### config.mk
export PLATFORM = sky130hd
export DESIGN_NAME = lsu_seq_flat
export DESIGN_NICKNAME = d
export VERILOG_FILES = /design/src/rtl/lsu_seq_if.sv /design/src/rtl/lsu_seq.sv /design/src/flat_wrapper.sv
export SDC_FILE = /design/constraint.sdc
export NUM_CORES = 1
export LEC_CHECK = 0
export ABC_AREA = 1
export CAP_MARGIN = 20
export CORE_AREA = 2 2 139 141
export CTS_BUF_LIST = sky130_fd_sc_hd__clkbuf_2 sky130_fd_sc_hd__clkbuf_4 sky130_fd_sc_hd__clkbuf_8
export CTS_CLUSTER_SIZE = 30
export DETAILED_ROUTE_END_ITERATION = 8
export DIE_AREA = 0 0 141 143
export HOLD_SLACK_MARGIN = 0.08
export PLACE_DENSITY_LB_ADDON = 0.08
export SLEW_MARGIN = 40
export SYNTH_ARGS = -nofsm -noshare
export SYNTH_HDL_FRONTEND = slang
export SYNTH_SLANG_ARGS = --single-unit
### constraint.sdc
create_clock -name clk -period 4.1 [get_ports clk]
set_input_delay 0.41 -clock clk [delete_from_list [all_inputs] [get_ports clk]]
set_output_delay 0.41 -clock clk [all_outputs]
set_load 0.01 [all_outputs]
### src/rtl/lsu_seq_if.sv
// Load/store sequencer bus: read/write mux selects, operand and result
// addresses, the read and commit strobes, and the operand/result handshake
// with the compute unit.
//   master : driven by lsu_seq (R_am, W_am, rd_en, rd_addr_a/b, op_valid,
//            wr_en, wr_addr); receives op_ready, res_valid
//   slave  : lsu/compute side of the same signals
interface lsu_seq_if #(
    parameter int ADDR_W = 8
);
    logic [1:0]        R_am;
    logic [1:0]        W_am;
    logic              rd_en;
    logic [ADDR_W-1:0] rd_addr_a;
    logic [ADDR_W-1:0] rd_addr_b;
    logic              op_valid;
    logic              op_ready;
    logic              res_valid;
    logic              wr_en;
    logic [ADDR_W-1:0] wr_addr;

    modport master (
        output R_am, W_am, rd_en, rd_addr_a, rd_addr_b, op_valid, wr_en, wr_addr,
        input  op_ready, res_valid
    );

    modport slave (
        input  R_am, W_am, rd_en, rd_addr_a, rd_addr_b, op_valid, wr_en, wr_addr,
        output op_ready, res_valid
    );
endinterface

### src/rtl/lsu_seq.sv
// Load/store unit sequencer. For each of cfg_len elements: read an operand
// pair, hand it to compute, wait for the result, commit it to the destination.
// Ports:
//   clk, rst         clock, synchronous active-high reset
//   start            begin an operation (sampled only while idle)
//   cfg_*            source/dest selects, operand/result bases, element count
//   bus (master)     lsu/compute side: mux selects, addresses, strobes, handshake
//   busy, done, err  status: busy outside IDLE, one-cycle done, sticky error
module lsu_seq #(
    parameter int ADDR_W      = 8,
    parameter int LEN_W       = 8,
    parameter int RD_LAT      = 2,
    parameter int CMP_TIMEOUT = 255
) (
    input  logic              clk,
    input  logic              rst,
    input  logic              start,
    input  logic [1:0]        cfg_src,
    input  logic [1:0]        cfg_dst,
    input  logic [ADDR_W-1:0] cfg_a_base,
    input  logic [ADDR_W-1:0] cfg_b_base,
    input  logic [ADDR_W-1:0] cfg_d_base,
    input  logic [LEN_W-1:0]  cfg_len,
    lsu_seq_if.master         bus,
    output logic              busy,
    output logic              done,
    output logic              err
);
    localparam int CNT_MAX = (CMP_TIMEOUT > RD_LAT) ? CMP_TIMEOUT : RD_LAT;
    localparam int CNT_W   = $clog2(CNT_MAX + 1);
    // Operand data is valid RD_LAT cycles after the read strobe, so the READ
    // cycle itself counts toward the latency and RWAIT covers the remainder.
    localparam logic [CNT_W-1:0] RWAIT_LAST = CNT_W'((RD_LAT > 1) ? RD_LAT - 2 : 0);
    localparam logic [CNT_W-1:0] TO_LAST    = CNT_W'(CMP_TIMEOUT - 1);

    typedef enum logic [2:0] {
        S_IDLE, S_READ, S_RWAIT, S_ISSUE, S_CWAIT, S_WRITE, S_DONE
    } state_e;

    state_e            state_q, state_d;
    logic [CNT_W-1:0]  cnt_q, cnt_d;
    logic [LEN_W-1:0]  idx_q, idx_d, len_q, len_d;
    logic [1:0]        src_q, src_d, dst_q, dst_d;
    logic [ADDR_W-1:0] a_base_q, a_base_d, b_base_q, b_base_d, d_base_q, d_base_d;
    logic [1:0]        r_am_q, r_am_d, w_am_q, w_am_d;
    logic              rd_en_q, rd_en_d, op_valid_q, op_valid_d, wr_en_q, wr_en_d;
    logic [ADDR_W-1:0] rd_addr_a_q, rd_addr_a_d, rd_addr_b_q, rd_addr_b_d;
    logic [ADDR_W-1:0] wr_addr_q, wr_addr_d;
    logic              busy_q, busy_d, done_q, done_d, err_q, err_d;

    always_comb begin
        state_d     = state_q;
        cnt_d       = cnt_q;
        idx_d       = idx_q;
        len_d       = len_q;
        src_d       = src_q;
        dst_d       = dst_q;
        a_base_d    = a_base_q;
        b_base_d    = b_base_q;
        d_base_d    = d_base_q;
        err_d       = err_q;
        rd_addr_a_d = rd_addr_a_q;
        rd_addr_b_d = rd_addr_b_q;
        wr_addr_d   = wr_addr_q;

        case (state_q)
            S_IDLE: begin
                if (start) begin
                    src_d    = cfg_src;
                    dst_d    = cfg_dst;
                    a_base_d = cfg_a_base;
                    b_base_d = cfg_b_base;
                    d_base_d = cfg_d_base;
                    len_d    = cfg_len;
                    idx_d    = '0;
                    err_d    = 1'b0;
                    if (cfg_src == 2'b11) begin
                        state_d = S_DONE;
                        err_d   = 1'b1;
                    end else if (cfg_len == '0) begin
                        state_d = S_DONE;
                    end else begin
                        state_d = S_READ;
                    end
                end
            end
            S_READ: begin
                cnt_d   = '0;
                state_d = (RD_LAT == 1) ? S_ISSUE : S_RWAIT;
            end
            S_RWAIT: begin
                if (cnt_q == RWAIT_LAST) state_d = S_ISSUE;
                else                     cnt_d   = cnt_q + CNT_W'(1);
            end
            S_ISSUE: begin
                cnt_d = '0;
                if (op_valid_q && bus.op_ready) state_d = S_CWAIT;
            end
            S_CWAIT: begin
                // A result arriving on the limit cycle still wins over the abort.
                if (bus.res_valid) begin
                    state_d = S_WRITE;
                end else if (cnt_q == TO_LAST) begin
                    state_d = S_DONE;
                    err_d   = 1'b1;
                end else begin
                    cnt_d = cnt_q + CNT_W'(1);
                end
            end
            S_WRITE: begin
                idx_d   = idx_q + LEN_W'(1);
                state_d = (idx_q == len_q - LEN_W'(1)) ? S_DONE : S_READ;
            end
            S_DONE:  state_d = S_IDLE;
            default: state_d = S_IDLE;
        endcase

        // Registered outputs are derived from the next state so they line up
        // with the state they describe.
        rd_en_d    = (state_d == S_READ);
        r_am_d     = (state_d == S_READ) ? src_d : 2'b11;
        op_valid_d = (state_d == S_ISSUE);
        w_am_d     = (state_d == S_WRITE) ? dst_d : w_am_q;
        busy_d     = (state_d != S_IDLE);
        done_d     = (state_d == S_DONE);
        if (state_d == S_READ) begin
            rd_addr_a_d = a_base_d + ADDR_W'(idx_d);
            rd_addr_b_d = b_base_d + ADDR_W'(idx_d);
        end
        // Commit strobe trails WRITE by one cycle, matching the lsu's register
        // stage on data_in_comp; idx_q is still the pre-increment index here.
        wr_en_d = (state_q == S_WRITE);
        if (state_q == S_WRITE) wr_addr_d = d_base_q + ADDR_W'(idx_q);
    end

    always_ff @(posedge clk) begin
        if (rst) begin
            state_q     <= S_IDLE;
            cnt_q       <= '0;
            idx_q       <= '0;
            len_q       <= '0;
            src_q       <= '0;
            dst_q       <= '0;
            a_base_q    <= '0;
            b_base_q    <= '0;
            d_base_q    <= '0;
            r_am_q      <= 2'b11;
            w_am_q      <= 2'b10;
            rd_en_q     <= 1'b0;
            op_valid_q  <= 1'b0;
            wr_en_q     <= 1'b0;
            rd_addr_a_q <= '0;
            rd_addr_b_q <= '0;
            wr_addr_q   <= '0;
            busy_q      <= 1'b0;
            done_q      <= 1'b0;
            err_q       <= 1'b0;
        end else begin
            state_q     <= state_d;
            cnt_q       <= cnt_d;
            idx_q       <= idx_d;
            len_q       <= len_d;
            src_q       <= src_d;
            dst_q       <= dst_d;
            a_base_q    <= a_base_d;
            b_base_q    <= b_base_d;
            d_base_q    <= d_base_d;
            r_am_q      <= r_am_d;
            w_am_q      <= w_am_d;
            rd_en_q     <= rd_en_d;
            op_valid_q  <= op_valid_d;
            wr_en_q     <= wr_en_d;
            rd_addr_a_q <= rd_addr_a_d;
            rd_addr_b_q <= rd_addr_b_d;
            wr_addr_q   <= wr_addr_d;
            busy_q      <= busy_d;
            done_q      <= done_d;
            err_q       <= err_d;
        end
    end

    assign bus.R_am      = r_am_q;
    assign bus.W_am      = w_am_q;
    assign bus.rd_en     = rd_en_q;
    assign bus.rd_addr_a = rd_addr_a_q;
    assign bus.rd_addr_b = rd_addr_b_q;
    assign bus.op_valid  = op_valid_q;
    assign bus.wr_en     = wr_en_q;
    assign bus.wr_addr   = wr_addr_q;
    assign busy          = busy_q;
    assign done          = done_q;
    assign err           = err_q;
endmodule

### src/flat_wrapper.sv
// flat-port wrapper written by rule: the top's interface ports become plain ports
module lsu_seq_flat 
#(
    parameter int ADDR_W      = 8,
    parameter int LEN_W       = 8,
    parameter int RD_LAT      = 2,
    parameter int CMP_TIMEOUT = 255
)
  (clk, rst, start, cfg_src, cfg_dst, cfg_a_base, cfg_b_base, cfg_d_base, cfg_len, busy, done, err, bus_R_am, bus_W_am, bus_rd_en, bus_rd_addr_a, bus_rd_addr_b, bus_op_valid, bus_wr_en, bus_wr_addr, bus_op_ready, bus_res_valid);
  lsu_seq_if #(.ADDR_W(ADDR_W)) bus_i ();
  input  logic clk;
  input  logic rst;
  input  logic start;
  input  logic [1:0] cfg_src;
  input  logic [1:0] cfg_dst;
  input  logic [ADDR_W-1:0] cfg_a_base;
  input  logic [ADDR_W-1:0] cfg_b_base;
  input  logic [ADDR_W-1:0] cfg_d_base;
  input  logic [LEN_W-1:0] cfg_len;
  output logic busy;
  output logic done;
  output logic err;
  output wire logic [$bits(bus_i.R_am)-1:0] bus_R_am;
  output wire logic [$bits(bus_i.W_am)-1:0] bus_W_am;
  output wire logic [$bits(bus_i.rd_en)-1:0] bus_rd_en;
  output wire logic [$bits(bus_i.rd_addr_a)-1:0] bus_rd_addr_a;
  output wire logic [$bits(bus_i.rd_addr_b)-1:0] bus_rd_addr_b;
  output wire logic [$bits(bus_i.op_valid)-1:0] bus_op_valid;
  output wire logic [$bits(bus_i.wr_en)-1:0] bus_wr_en;
  output wire logic [$bits(bus_i.wr_addr)-1:0] bus_wr_addr;
  input wire logic [$bits(bus_i.op_ready)-1:0] bus_op_ready;
  input wire logic [$bits(bus_i.res_valid)-1:0] bus_res_valid;
  assign bus_R_am = bus_i.R_am;
  assign bus_W_am = bus_i.W_am;
  assign bus_rd_en = bus_i.rd_en;
  assign bus_rd_addr_a = bus_i.rd_addr_a;
  assign bus_rd_addr_b = bus_i.rd_addr_b;
  assign bus_op_valid = bus_i.op_valid;
  assign bus_wr_en = bus_i.wr_en;
  assign bus_wr_addr = bus_i.wr_addr;
  assign bus_i.op_ready = bus_op_ready;
  assign bus_i.res_valid = bus_res_valid;
  lsu_seq #(.ADDR_W(ADDR_W), .LEN_W(LEN_W), .RD_LAT(RD_LAT), .CMP_TIMEOUT(CMP_TIMEOUT)) u_core (.clk(clk), .rst(rst), .start(start), .cfg_src(cfg_src), .cfg_dst(cfg_dst), .cfg_a_base(cfg_a_base), .cfg_b_base(cfg_b_base), .cfg_d_base(cfg_d_base), .cfg_len(cfg_len), .bus(bus_i), .busy(busy), .done(done), .err(err));
endmodule
==> results of run 1 <==
## power by group through the flow
stage	Combinational, mW	Clock, mW	Sequential (mW)
finish	1.63	0.699	1.16
detailed placement	1.64	0	1.18
CTS	1.65	0.734	1.17
global route	1.87	0.765	1.19
floorplan	1.14	0	1.22
global placement	1.63	0	1.19
## logic make-up (layout without fill, tap and decap cells)
group	after synthesis	after routing
AOI/OAI and AO/OA	121	121
DFF	89	89
adders and majority gates	29	29
and+or+nand+nor	314	314
muxes	4	4
buffers and inverters	149	216
xor gates and xnor gates	22	22
## per-stage QoR
| stage | std cells | utilization |
|---|---|---|
| after floorplan | 728 | - |
| after global placement | 1013 | 0.3244 |
| after detailed placement | 1013 | 0.3244 |
| after CTS | 1029 | 0.3366 |
| after global routing | 1029 | 0.3366 |
| final | 1029 | 0.3366 |
## worst max-delay path: stages (launching register included)
cell and delay, ps:
dfxtp_1 460, inv_2 50, nand2_2 100, nor2_2 60
nand2_4 60, inv_2 220, or2_2 370, inv_1 70
a21oi_1 50, ha_1 250, fa_1 410, nand3_1 90
nand3_1 110, nand2_1 90, nand2_1 50, a21oi_1 140
xor2_1 160, nand4_1 110, nand2_1 100, nor2_2 40
## state kept, by name (all words and copies together) (netlist names), 8 cells and up
register	flops
u_core.idx_q	8
u_core.d_base_q	8
u_core.bus.rd_addr_a	8
u_core.bus.rd_addr_b	8
u_core.len_q	8
u_core.bus.wr_addr	8
u_core.cnt_q	8
u_core.a_base_q	8
u_core.b_base_q	8
## metal layers
layer | GRT usage | up-vias | share of wire
li1 | - | 2445 | -
met5 | 0 | - | 0
met4 | 0.03632 | 0 | 0.0092
met2 | 0.2257 | 57 | 0.44
met1 | 0.1951 | 2015 | 0.52
met3 | 0.02616 | 7 | 0.034
## area by class of cell
cell class	instances	area (um2)	area share
clock buffers	10	137.6	0.02200
clock inverters	6	90.09	0.01440
inverters	123	464.2	0.07421
multi-input cells	490	2725	0.4357
flip-flops and latches	89	1782	0.2849
well taps	234	292.8	0.04681
repair buffers	77	763.2	0.1220
## worst paths after layout
path | startpoint | to | slack, ps | cells past startpoint
worst max register to register | u_core.state_q[0]$_SDFF_PP0_ | u_core.bus.rd_addr_a[6]$_SDFFE_PP0N_ | 990 | 19
worst min register to register | u_core.bus.wr_addr[0]$_SDFFE_PP0P_ | u_core.bus.wr_addr[0]$_SDFFE_PP0P_ | 480 | 2
worst max-delay path | u_core.state_q[0]$_SDFF_PP0_ | u_core.bus.rd_addr_a[6]$_SDFFE_PP0N_ | 990 | 19
worst min-delay path | u_core.bus.wr_addr[0]$_SDFFE_PP0P_ | u_core.bus.wr_addr[0]$_SDFFE_PP0P_ | 480 | 2
## Yosys cell counts, types with 3 or more instances
cell | n | area share
dfxtp_1 | 89 | 0.35
nor3_1 | 4 | 0.0039
nor2_1 | 51 | 0.037
inv_2 | 16 | 0.012
a21oi_1 | 68 | 0.067
xor2_1 | 12 | 0.021
o21bai_1 | 5 | 0.0073
nor2_2 | 11 | 0.013
nand3_2 | 3 | 0.0059
mux2i_1 | 4 | 0.0078
buf_2 | 9 | 0.0088
a211oi_1 | 15 | 0.022
or2_2 | 16 | 0.020
o21ai_0 | 25 | 0.024
fa_1 | 3 | 0.012
o21ai_1 | 3 | 0.0029
clkbuf_1 | 8 | 0.0059
nand2_2 | 3 | 0.0037
xnor2_1 | 10 | 0.017
buf_6 | 5 | 0.011
inv_1 | 106 | 0.078
nand4_1 | 19 | 0.023
ha_1 | 26 | 0.064
nand3_1 | 31 | 0.030
buf_1 | 4 | 0.0029
nand2_1 | 164 | 0.12
## cell usage in the layout, fill, tap and decap left out, drive strengths merged, types with 3 or more instances in the layout
master,netlist,routed
a211oi,15,15
a21oi,68,68
buf,18,3
clkbuf,8,10
clkdlybuf4s50,0,74
dfxtp,89,89
fa,3,3
ha,26,26
inv,123,124
mux2i,4,4
nand2,168,168
nand3,35,35
nand4,19,19
nor2,64,64
nor3,6,6
o21ai,28,28
o21bai,5,5
or2,17,17
xnor2,10,10
xor2,12,12
==> impl_metrics.ini, run 1 <==
[logic_synthesis]
synth_edf_count = 0
syn_inst = 728
synth-seq-cells = 89
synth_fa_ha_area_frac = 0.07531
synthesis.area_mm2 = 0.005117
avgSynthCellArea_um2 = 7.029
async_flop_share = 0
ys_seq_area_frac = 0.3482
synthFlopType = dfxtp_1
yosysWarnings = 0
synth-simple-area-share = 0.2809
synthMuxAreaShare = 0.007824
syn_nets = 798
synth_top_family_by_area = simple AND/OR/NAND/NOR gates
synthXorXnorAreaFrac = 0.03765
synth.distinct_cells = 40
synth-compound-area-share = 0.1308

[worst_setup_path]
worstPathRequired_ps = 4370
crit_path_start_kind = register
crit_path_max_fanout = 41
arrival_ps = 3380
path_class = register to register
critPathCaptureType = register

[clock_tree]
cts_tree = done
insertion_delay_ps = 360
cts_root_buf = clkbuf_8
clockBufferDepth = 2
cts.reportedPaths.clkPinSlew_ps = 90
clock_sinks = 89
numCtsBuffers = 9
postCtsSetupRepairBufs = 0
holdBufCountCts = 0
cts.repair.resized = 0
htreeDepth = 3

[power_and_ir_drop]
power_frac_clock = 0.200
power_density_mw_per_mm2 = 558.5
switching_share = 0.4038
p_comb_frac = 0.467
p_sw_mw = 1.410
p_int_mw = 2.083
max-vdd-ir-drop_mv = 0.1948
seq_power_share = 0.333
total_power_mw = 3.493
p_leak_nw = 2.869

[hold_path]
hold_class = register to register

[routing]
num_vias = 4524
vias_per_cell = 4.397
dr.first_iter.drc_count = 185
routedWlPerCell_um = 13.16
wl_um = 13540
first_pass_iters = 4
drc = 0
ant_nets = 0

[grt]
grt_max_degree = 46
grt_antenna_before_repair = 0
grt_overflow = 0
grt_usage = 0.1407
grt_pass1_wl_um = 22360
grt_pass1_vias = 4390

[timing]
worst_slew_pin_slew_ps = 629.0
setup_viol = 0
finalHoldViolCount = 0
slew_headroom = 0.5802
finalWorstSetupSlack_ps = 986.2
finalCriticalPeriod_ps = 3114
drv_slew = 0
fin_skew_ps = 10.40
hold_ws_ps = 477.9
final_min_period_over_clock_period = 0.7595
max_freq_mhz = 321.1
setup-tns-final_ps = 0
rsz0062_at_grt = no

[placed_design]
dp_hpwl_um = 10370
pre_cts_ws_ps = 752.0
place_area_mm2 = 0.006027
gp_congestion = 0.8908
io_buffers = 74

[final_layout]
syn_to_final_growth_pct = 22.22
final.fill_count = 1996
antenna_cells = 0
drive_gt1_frac = 0.09686
fin_area_mm2 = 0.006255
nets = 860

[die]
initial_core_util = 0.2754
die-area_mm2 = 0.02016
die_y_um = 143
die_x_um = 141
io_pins = 75
num_rows = 50
core_area_mm2 = 0.01858

[job]
max_cap_violations = 0

[run_status]
status = complete, no violations
Power figures use the tool's default switching activity.
==> run 2, diff against run 1 <==
==> constraint.sdc (replaced) <==
create_clock -name clk -period 2.8 [get_ports clk]
set_input_delay 0.28 -clock clk [delete_from_list [all_inputs] [get_ports clk]]
set_output_delay 0.28 -clock clk [all_outputs]
set_load 0.01 [all_outputs]
==> run 2 against run 1 <==
  * Utilization is 2.8 points higher
  * Flip-flop and latch count stayed put
  * Non-clock buffer count is 58 higher
  * Sequential share of layout area is 2.1 points lower
  * Via count is 6.1% higher
  * Largest power group unchanged
  * Total power is 56% higher
  * Maximum frequency is 20% higher
==> impl_metrics.ini, run 2 (synthesized netlist as in run 1, its figures left out) <==
[worst_setup_path]
crit_path_cell_trace = inv_2 -> nand2_2 -> nor2_4 -> nand2_4 -> inv_4 -> or2_2 -> inv_1 -> a21oi_1 -> ha_2 -> fa_2 -> nand3_1 -> nand3_1 -> nand2_1 -> nand2_1 -> a21oi_2 -> xor2_1 -> nand4_1 -> nand2_1 -> nor2_2
crit_buf_inv = 3
crit-reg2reg-launch = u_core.state_q[1]$_SDFF_PP0_
cp_top_family = simple AND/OR/NAND/NOR gates
cpMostUsedCell = nand2_1
cp_slowest_cell = dfxtp_2
critical-path-max-stage-delay_ps = 360
crit_path_start_kind = register
rr_endpoint = u_core.bus.rd_addr_a[6]$_SDFFE_PP0N_
r2r_cells = 19
arrival_ps = 2880
worstPathRequired_ps = 3080
r2r_slack_ps = 190
path_class = register to register
crit_path_max_fanout = 8
critPathCaptureType = register

[hold_path]
holdPathStages = 3
hp-start = cfg_d_base[3]
min_to = u_core.d_base_q[3]$_SDFFE_PP0P_
hold_class = input port to register

[placed_design]
dp_hpwl_um = 11310
gp_congestion = 0.8641
io_buffers = 74
pre_cts_ws_ps = -92.34
place_area_mm2 = 0.006426

[clock_tree]
cts_tree = done
numCtsBuffers = 9
clock_sinks = 89
clockBufferDepth = 2
htreeDepth = 3
cts.reportedPaths.clkPinSlew_ps = 100
cts_root_buf = clkbuf_8
insertion_delay_ps = 380

[timing]
fin_skew_ps = 15.10
final_min_period_over_clock_period = 0.9304
rsz0062_at_grt = yes
finalHoldViolCount = 0
max_freq_mhz = 383.9
slew_headroom = 0.7043
drv_slew = 0
finalWorstSetupSlack_ps = 194.9
worst_slew_pin_slew_ps = 440.2
setup_viol = 0
hold_ws_ps = 472.0
finalCriticalPeriod_ps = 2605

[run_status]
status = complete, no violations

[power_and_ir_drop]
p_comb_frac = 0.501
p_leak_nw = 3.154
switching_share = 0.3982
seq_power_share = 0.314
p_int_mw = 3.276
power_frac_clock = 0.184
max-vdd-ir-drop_mv = 0.2504
p_sw_mw = 2.167
power_density_mw_per_mm2 = 803.2

[die]
die-area_mm2 = 0.02016
initial_core_util = 0.2754
die_y_um = 143
io_pins = 75
die_x_um = 141
num_rows = 50
core_area_mm2 = 0.01858

[routing]
wl_um = 14550
vias_per_cell = 4.418
ant_nets = 0
drc = 0
num_vias = 4798
first_pass_iters = 4
routedWlPerCell_um = 13.40
dr.first_iter.drc_count = 237

[final_layout]
drive_gt1_frac = 0.1808
final_util = 0.3647
final.fill_count = 2007
syn_to_final_growth_pct = 32.42
antenna_cells = 0
fin_area_mm2 = 0.006777
mostFrequentLayoutCell = nand2_1
nets = 918
final_cell_mix = nand2_1, inv_1, dfxtp_1, clkdlybuf4s50_1, a21oi_1

[grt]
grt_antenna_before_repair = 0
grt_overflow = 0
grt_pass1_wl_um = 24030
grt_max_degree = 30
grt_pass1_vias = 4808
grt_usage = 0.1516

[job]
max_cap_violations = 0
-- run 2: repair_timing --
action,4_1_cts,5_1_grt
setup endpoints to repair,0,9
hold buffers,0,0
setup buffers,0,5
resized for setup,0,26
-- run 2: stage by stage --
| step | setup TNS, ps | instances | power [mW] |
|---|---|---|---|
| 5_1_grt | -47.26 | 1086 | 5.943 |
| 4_1_cts | 0 | 1081 | 5.429 |
| 3_3_place_gp | -135.3 | 1066 | 4.369 |
| 2_1_floorplan | 0 | 728 | 3.447 |
| 3_5_place_dp | -291.1 | 1066 | 4.389 |
| 6_report | 0 | 1086 | 5.443 |
-- run 2: worst max path at each step --
stage | from | endpoint | slack [ps] | cells past startpoint
after detailed placement | start | u_core.bus.rd_addr_a[6]$_SDFFE_PP0N_ | -90 | 17
after global placement | start | u_core.bus.rd_addr_b[6]$_SDFFE_PP0N_ | -50 | 17
final | u_core.state_q[1]$_SDFF_PP0_ | u_core.bus.rd_addr_a[6]$_SDFFE_PP0N_ | 190 | 19
after floorplan | u_core.state_q[1]$_SDFF_PP0_ | u_core.bus.rd_addr_b[6]$_SDFFE_PP0N_ | 20 | 21
after CTS | u_core.state_q[1]$_SDFF_PP0_ | u_core.bus.rd_addr_a[6]$_SDFFE_PP0N_ | 10 | 19
after global routing | u_core.state_q[1]$_SDFF_PP0_ | u_core.bus.rd_addr_a[6]$_SDFFE_PP0N_ | -20 | 19
-- run 2: metal layers --
layer  track usage  wire length [um]
met2        0.2475              6564
met5             0                 0
met1        0.2055              7281
met4       0.04105               141
met3       0.02951               561
-- run 2: final cells by class --
class / count / area [um2] / share of cell area
multi-input cells: 490 / 2810 / 0.4147
clock buffers: 10 / 131.4 / 0.01939
flip-flops and latches: 89 / 1788 / 0.2638
well taps: 234 / 292.8 / 0.04321
clock inverters: 5 / 81.33 / 0.01200
inverters: 123 / 466.7 / 0.06887
repair buffers: 135 / 1206 / 0.1780
-- run 2: worst reg2reg max path: stages, from the launching register on --
cell and delay, ps:
dfxtp_2 360, inv_2 60, nand2_2 110, nor2_4 50, nand2_4 90, inv_4 60
or2_2 270, inv_1 70, a21oi_1 60, ha_2 200, fa_2 350, nand3_1 80
nand3_1 90, nand2_1 70, nand2_1 60, a21oi_2 130, xor2_1 160, nand4_1 110
nand2_1 90, nor2_2 30
-- run 2: power by group through the flow --
| stage | Sequential [mW] | Clock (mW) | Combinational, mW |
|---|---|---|---|
| 3_5_place_dp | 1.74 | 0 | 2.65 |
| 6_report | 1.71 | 1.00 | 2.73 |
| 3_3_place_gp | 1.74 | 0 | 2.63 |
| 5_1_grt | 1.75 | 1.09 | 3.11 |
| 2_1_floorplan | 1.78 | 0 | 1.67 |
| 4_1_cts | 1.72 | 1.04 | 2.67 |
